--- src/rtl/nn_layer_sequencer_pkg.sv ---
// Shared types and helpers for the NN layer sequencer.
// Holds the state encoding and datapath latency constants.
package nn_pkg;

  typedef enum logic [2:0] {
    IDLE,
    CLR,
    ACC,
    DRAIN,
    ACT,
    WR,
    DONE
  } nn_state_e;

  // Cycles between the last MAC enable and a valid accumulator.
  localparam int MAC_LAT = 1;

  // Bits needed to count 0..v-1, never less than one.
  function automatic int nn_clog2(input int v);
    int r;
    r = 1;
    for (int i = 1; i < 31; i++) begin
      if ((1 << i) < v) r = i + 1;
    end
    return r;
  endfunction

endpackage

--- src/rtl/nn_layer_sequencer_if.sv ---
// Control bundle between the layer sequencer and its datapath
// and neighbouring layers.
interface nn_layer_sequencer_if #(
  parameter int IA_W = 2,
  parameter int WA_W = 3,
  parameter int OA_W = 2
);

  logic            start;
  logic            out_ready;
  logic [IA_W-1:0] in_addr;
  logic [WA_W-1:0] w_addr;
  logic            mac_clr;
  logic            mac_en;
  logic            act_en;
  logic            out_wr;
  logic [OA_W-1:0] out_addr;
  logic            busy;
  logic            ack;

  modport master (
    input  start,
    input  out_ready,
    output in_addr,
    output w_addr,
    output mac_clr,
    output mac_en,
    output act_en,
    output out_wr,
    output out_addr,
    output busy,
    output ack
  );

  modport slave (
    output start,
    output out_ready,
    input  in_addr,
    input  w_addr,
    input  mac_clr,
    input  mac_en,
    input  act_en,
    input  out_wr,
    input  out_addr,
    input  busy,
    input  ack
  );

endinterface

--- src/rtl/nn_layer_sequencer_counter.sv ---
// Saturating modulo counter used for the input and neuron indices.
// tc_o flags the last value; inc never moves past it.
module nn_mod_counter
  import nn_pkg::*;
#(
  parameter int MOD = 2,
  parameter int W   = nn_clog2(MOD)
) (
  input  logic         clk,
  input  logic         rst,
  input  logic         clr_i,
  input  logic         inc_i,
  output logic [W-1:0] cnt_o,
  output logic         tc_o
);

  logic [W-1:0] cnt_q, cnt_d;

  assign tc_o  = (cnt_q == W'(MOD - 1));
  assign cnt_o = cnt_q;

  // Clear wins over increment; hold at the terminal value.
  always_comb begin
    cnt_d = cnt_q;
    if (clr_i) begin
      cnt_d = '0;
    end else if (inc_i && !tc_o) begin
      cnt_d = cnt_q + W'(1);
    end
  end

  // Count register, updated with the datapath on the falling edge.
  always_ff @(negedge clk or negedge rst) begin
    if (!rst) cnt_q <= '0;
    else      cnt_q <= cnt_d;
  end

endmodule

--- src/rtl/nn_layer_sequencer.sv ---
// Layer sequencer: walks the shared MAC over every (neuron, input)
// pair and handshakes start/ack with the neighbouring layers.
module nn_layer_sequencer
  import nn_pkg::*;
#(
  parameter int N_IN  = 2,
  parameter int N_OUT = 2,
  parameter int IA_W  = 2,
  parameter int WA_W  = 3,
  parameter int OA_W  = 2
) (
  input logic                  clk,
  input logic                  rst,
  nn_layer_sequencer_if.master bus
);

  localparam int KW = nn_clog2(N_IN);
  localparam int JW = nn_clog2(N_OUT);
  localparam int DW = nn_clog2(MAC_LAT);

  nn_state_e state_q, state_d;

  logic [KW-1:0] k_cnt;
  logic          k_tc, k_clr, k_inc;
  logic [JW-1:0] j_cnt;
  logic          j_tc, j_clr, j_inc;

  logic [DW-1:0]   drn_q, drn_d;
  logic [WA_W-1:0] wcnt_q, wcnt_d;

  logic            mac_clr_q, mac_clr_d;
  logic            mac_en_q, mac_en_d;
  logic            act_en_q, act_en_d;
  logic            out_wr_q, out_wr_d;
  logic            busy_q, busy_d;
  logic            ack_q, ack_d;
  logic [IA_W-1:0] in_addr_q, in_addr_d;
  logic [WA_W-1:0] w_addr_q, w_addr_d;
  logic [OA_W-1:0] out_addr_q, out_addr_d;

  nn_mod_counter #(.MOD(N_IN)) u_k (
    .clk   (clk),
    .rst   (rst),
    .clr_i (k_clr),
    .inc_i (k_inc),
    .cnt_o (k_cnt),
    .tc_o  (k_tc)
  );

  nn_mod_counter #(.MOD(N_OUT)) u_j (
    .clk   (clk),
    .rst   (rst),
    .clr_i (j_clr),
    .inc_i (j_inc),
    .cnt_o (j_cnt),
    .tc_o  (j_tc)
  );

  // Next state, counter controls and registered output decode.
  always_comb begin
    state_d    = state_q;
    k_clr      = 1'b0;
    k_inc      = 1'b0;
    j_clr      = 1'b0;
    j_inc      = 1'b0;
    drn_d      = '0;
    wcnt_d     = wcnt_q;
    mac_clr_d  = 1'b0;
    mac_en_d   = 1'b0;
    act_en_d   = 1'b0;
    out_wr_d   = 1'b0;
    busy_d     = 1'b1;
    ack_d      = 1'b0;
    in_addr_d  = '0;
    w_addr_d   = w_addr_q;
    out_addr_d = '0;
    unique case (state_q)
      IDLE: begin
        busy_d = 1'b0;
        if (bus.start) state_d = CLR;
      end
      CLR: begin
        mac_clr_d = 1'b1;
        k_clr     = 1'b1;
        state_d   = ACC;
      end
      ACC: begin
        mac_en_d  = 1'b1;
        in_addr_d = IA_W'(k_cnt);
        w_addr_d  = wcnt_q;
        wcnt_d    = wcnt_q + WA_W'(1);
        if (k_tc) state_d = DRAIN;
        else      k_inc   = 1'b1;
      end
      DRAIN: begin
        if (drn_q == DW'(MAC_LAT - 1)) state_d = ACT;
        else                           drn_d   = drn_q + DW'(1);
      end
      ACT: begin
        act_en_d = 1'b1;
        state_d  = WR;
      end
      WR: begin
        out_wr_d   = bus.out_ready;
        out_addr_d = OA_W'(j_cnt);
        if (bus.out_ready) begin
          if (j_tc) begin
            state_d = DONE;
          end else begin
            j_inc   = 1'b1;
            state_d = CLR;
          end
        end
      end
      DONE: begin
        busy_d = 1'b0;
        if (bus.start) begin
          ack_d = 1'b1;
        end else begin
          j_clr    = 1'b1;
          wcnt_d   = '0;
          w_addr_d = '0;
          state_d  = IDLE;
        end
      end
      default: state_d = IDLE;
    endcase
  end

  // State, drain/weight counters and output registers.
  always_ff @(negedge clk or negedge rst) begin
    if (!rst) begin
      state_q    <= IDLE;
      drn_q      <= '0;
      wcnt_q     <= '0;
      mac_clr_q  <= 1'b0;
      mac_en_q   <= 1'b0;
      act_en_q   <= 1'b0;
      out_wr_q   <= 1'b0;
      busy_q     <= 1'b0;
      ack_q      <= 1'b0;
      in_addr_q  <= '0;
      w_addr_q   <= '0;
      out_addr_q <= '0;
    end else begin
      state_q    <= state_d;
      drn_q      <= drn_d;
      wcnt_q     <= wcnt_d;
      mac_clr_q  <= mac_clr_d;
      mac_en_q   <= mac_en_d;
      act_en_q   <= act_en_d;
      out_wr_q   <= out_wr_d;
      busy_q     <= busy_d;
      ack_q      <= ack_d;
      in_addr_q  <= in_addr_d;
      w_addr_q   <= w_addr_d;
      out_addr_q <= out_addr_d;
    end
  end

  assign bus.mac_clr  = mac_clr_q;
  assign bus.mac_en   = mac_en_q;
  assign bus.act_en   = act_en_q;
  assign bus.out_wr   = out_wr_q;
  assign bus.busy     = busy_q;
  assign bus.ack      = ack_q;
  assign bus.in_addr  = in_addr_q;
  assign bus.w_addr   = w_addr_q;
  assign bus.out_addr = out_addr_q;

endmodule

--- src/flat_wrapper.sv ---
// flat-port wrapper written by rule: the top's interface ports become plain ports
module nn_layer_sequencer_flat import nn_pkg::*;
#(
  parameter int N_IN  = 2,
  parameter int N_OUT = 2,
  parameter int IA_W  = 2,
  parameter int WA_W  = 3,
  parameter int OA_W  = 2
)
  (clk, rst, bus_start, bus_out_ready, bus_in_addr, bus_w_addr, bus_mac_clr, bus_mac_en, bus_act_en, bus_out_wr, bus_out_addr, bus_busy, bus_ack);
  nn_layer_sequencer_if #(.IA_W(IA_W), .WA_W(WA_W), .OA_W(OA_W)) bus_i ();
  input logic clk;
  input logic rst;
  input wire logic [$bits(bus_i.start)-1:0] bus_start;
  input wire logic [$bits(bus_i.out_ready)-1:0] bus_out_ready;
  output wire logic [$bits(bus_i.in_addr)-1:0] bus_in_addr;
  output wire logic [$bits(bus_i.w_addr)-1:0] bus_w_addr;
  output wire logic [$bits(bus_i.mac_clr)-1:0] bus_mac_clr;
  output wire logic [$bits(bus_i.mac_en)-1:0] bus_mac_en;
  output wire logic [$bits(bus_i.act_en)-1:0] bus_act_en;
  output wire logic [$bits(bus_i.out_wr)-1:0] bus_out_wr;
  output wire logic [$bits(bus_i.out_addr)-1:0] bus_out_addr;
  output wire logic [$bits(bus_i.busy)-1:0] bus_busy;
  output wire logic [$bits(bus_i.ack)-1:0] bus_ack;
  assign bus_i.start = bus_start;
  assign bus_i.out_ready = bus_out_ready;
  assign bus_in_addr = bus_i.in_addr;
  assign bus_w_addr = bus_i.w_addr;
  assign bus_mac_clr = bus_i.mac_clr;
  assign bus_mac_en = bus_i.mac_en;
  assign bus_act_en = bus_i.act_en;
  assign bus_out_wr = bus_i.out_wr;
  assign bus_out_addr = bus_i.out_addr;
  assign bus_busy = bus_i.busy;
  assign bus_ack = bus_i.ack;
  nn_layer_sequencer #(.N_IN(N_IN), .N_OUT(N_OUT), .IA_W(IA_W), .WA_W(WA_W), .OA_W(OA_W)) u_core (.clk(clk), .rst(rst), .bus(bus_i));
endmodule
--- config.mk ---
export PLATFORM = sky130hd
export DESIGN_NAME = nn_layer_sequencer_flat
export DESIGN_NICKNAME = d
export VERILOG_FILES = /design/src/rtl/nn_layer_sequencer_pkg.sv /design/src/rtl/nn_layer_sequencer_if.sv /design/src/rtl/nn_layer_sequencer_counter.sv /design/src/rtl/nn_layer_sequencer.sv /design/src/flat_wrapper.sv
export SDC_FILE = /design/constraint.sdc
export NUM_CORES = 1
export LEC_CHECK = 0
export ABC_AREA = 1
export CORE_MARGIN = 4
export CORE_UTILIZATION = 36
export CTS_CLUSTER_DIAMETER = 60
export DETAILED_ROUTE_END_ITERATION = 7
export PLACE_DENSITY = 0.59
export SETUP_SLACK_MARGIN = 0.05
export SYNTH_ARGS = -nofsm -noshare
export SYNTH_HDL_FRONTEND = slang
export SYNTH_SLANG_ARGS = --single-unit
--- constraint.sdc ---
create_clock -name clk -period 3.27 [get_ports clk]
set_input_delay 0.4905 -clock clk [delete_from_list [all_inputs] [get_ports clk]]
set_output_delay 0.4905 -clock clk [all_outputs]
set_load 0.02 [all_outputs]
==> metrics <==
outcome=complete, no violations; post-synthesis compound-gate area fraction=10.4%; slowest CP cell=dfrtn_1; Critical Path Source Type=register; final WL=1.51 mm; RSZ-0062 raised after global routing=no; Syn Inst Count=90; clock transition at the registers of the reported paths=around 70 ps; R2R cell count=3; Post-Synth Simple-Gate Area=19.3%; Initial Utilization=38.3%; max-slew violation count=0; hold path cells=3; FF-to-FF End=u_core.bus.w_addr[1]; static leakage=between 0.5 and 0.6 nW; commonest non-fill, non-tap cell in the layout=dfrtn_1; hold endpoint=u_core.wcnt_q[0]; Min-Delay Path Class=reg -> reg; reg2reg start=u_core.state_q[2]; CP Class=reg -> out; DIE HEIGHT=56.8 um; Worst Path Max Fanout=2; Die X=56.8 um; vias per cell=4.62; Seq/Total Area, Yosys=between 50% and 60%; Max IR drop VDD=431 uV; CP delay by family, top=flip-flops; CTS buffer count=3; layout cell share with drive strength beyond 1=between 10% and 20%; post-synthesis to final-layout area growth=18.9%; Post-Synth Adder-Cell Area=1.46%; initial antenna violation count=0; total grt overflow=0; largest family of logic cells by synthesized area=simple AND/OR/NAND/NOR gates; # DRC=0; GRT Overall Usage=10.7%; CTS sink cnt=19; gp weighted congestion=0.778; drt pass-1 iters=4; Max-Cap Viols=0; CTS resizes=11; total power=roughly 920 uW; Power Dens Cells=slightly above 900 nW/um^2; Inserted Diodes=0; most frequent cells in the layout=dfrtn_1, inv_1, nand2_1, dlygate4sd2_1, nor2_1; Yosys reg bits=19; Port Buf Inserts=14; Syn Area/Cell=around 9.5 um^2; Final setup viols=0; DP HPWL=around 1.1 mm; XOR/XNOR share of the synthesized area=under 10%; antenna-violating nets left=0; kind of end point of the critical path=output pin; worst-case clock buffer depth=2; Mapped Area=856 um^2; Iteration-0 DRC Markers=16; Post-CTS Setup Bufs=0; YS warnings=0; WL/cell=11.3 um; Netlist cell types=24; CTS Hold Buffers Added=0; post-synthesis mux area share=0%; min-delay src=u_core.wcnt_q[0]; CP max stage delay=between 400 and 500 ps; Fin. Hold Viols=0; via count=between 600 and 700; first-pass GRT wire length=2.67 mm; Root Driver=clkbuf_4; I/O pin count=17; Core Rows=17; cell depth of the worst setup path=1; nets=about 110; crit-path cells=dlygate4sd2_1; CTS tree=yes; vias in the first global route=610; CORE AREA=2230 um^2; Final Util=45.5%; total die area=3220 um^2; WP buf/inv=1; Critical Path RT=2780 ps; R2R setup slack=1930 ps; worst clock skew=3.31 ps; WP data arrival=approximately 2700 ps; clk_lat worst skew=290 ps; largest net degree at the start of global routing=20; number of H-tree levels=1
-- cells in the mapped netlist --
library cell,count,share of area [%]
nand2_1,11,4.8
a2bb2oi_1,1,1.0
xnor2_1,1,1.0
nor3_2,1,1.2
a21boi_1,1,0.88
dfrtn_1,19,56
nand4_1,3,2.2
o21ai_0,2,1.2
ha_1,1,1.5
o22ai_1,3,2.2
o21ai_1,3,1.8
o21ai_2,1,1.0
buf_4,2,1.8
nand3_4,1,2.0
a21oi_1,1,0.58
o21bai_1,1,0.88
nor2_1,8,3.5
inv_1,13,5.7
o21a_1,1,0.88
buf_6,2,2.6
nor2_2,2,1.5
conb_1,1,0.44
inv_2,4,1.8
nand3_1,7,4.1
-- layer usage --
metal	part of all wire (%)	vias to the layer above	track usage [%]
met4	2.6	0	5.96
met3	5.0	5	2.30
met1	48	286	14.4
met2	44	13	15.8
met5	0	-	0
li1	-	315	-
-- final cells by class --
class / count / area [um^2]
Sequential cell: 19 / 475
Timing Repair Buffer: 15 / 134
Multi-Input combinational cell: 51 / 283
Fill cell: 219 / 1220
Clock buffer: 4 / 26.3
Tap cell: 28 / 35.0
Inverter: 17 / 63.8
-- sequential cells by signal, summed over array words and instances (netlist names) --
register             count
u_core.bus.out_addr      1
u_core.bus.mac_clr       1
u_core.bus.ack           1
u_core.bus.in_addr       1
u_core.u_j.cnt_o         1
u_core.bus.w_addr        3
u_core.bus.act_en        1
u_core.bus.out_wr        1
u_core.bus.mac_en        1
u_core.u_k.cnt_o         1
u_core.bus.busy          1
u_core.wcnt_q            3
u_core.state_q           3
-- worst max-delay path by stage --
| stage | from | end | slack [ps] |
|---|---|---|---|
| 2_1_floorplan | bus_start | u_core.state_q[2] | 610 |
| 3_3_place_gp | bus_start | u_core.state_q[2] | 4 |
| 3_5_place_dp | bus_start | u_core.state_q[2] | -4 |
| 4_1_cts | u_core.bus.w_addr[0] | bus_w_addr[0] | 90 |
| 5_1_grt | u_core.bus.w_addr[1] | bus_w_addr[1] | 60 |
| 6_report | u_core.bus.w_addr[0] | bus_w_addr[0] | 110 |
-- worst reg2reg max path, cell delays in order, from the launching register on --
cell and delay, ps:
dfrtn_1 630, nand3_1 190, o21ai_2 260, o22ai_1 120
-- per-stage QoR --
stage               hold slack [ps]  cells  TNS, ps  setup slack, ps  area [um^2]
detailed placement              469    130    -3.99            -3.99         1000
finish                          473    134        0              109         1020
floorplan                       432     91        0              615          860
global placement                465    130        0             3.66         1000
CTS                             475    134        0             94.2         1020
global route                    515    134        0             61.7         1020
-- cell families (layout without fill, tap and decap cells) --
logic type      count (synthesis)  after routing
simple gates                   33             33
buf+inv                        21             36
flops                          19             19
compound gates                 14             14
fa+ha+maj                       1              1
other cells                     1              2
xor+xnor                        1              1
-- power by group --
part	internal [mW]	leakage [nW]	total, mW	switching (mW)
Clock	0.0475	0.0150	0.118	0.0707
Combinational	0.153	0.314	0.404	0.250
Sequential	0.333	0.243	0.403	0.0702
No activity file was read; power rests on OpenSTA's default activity.
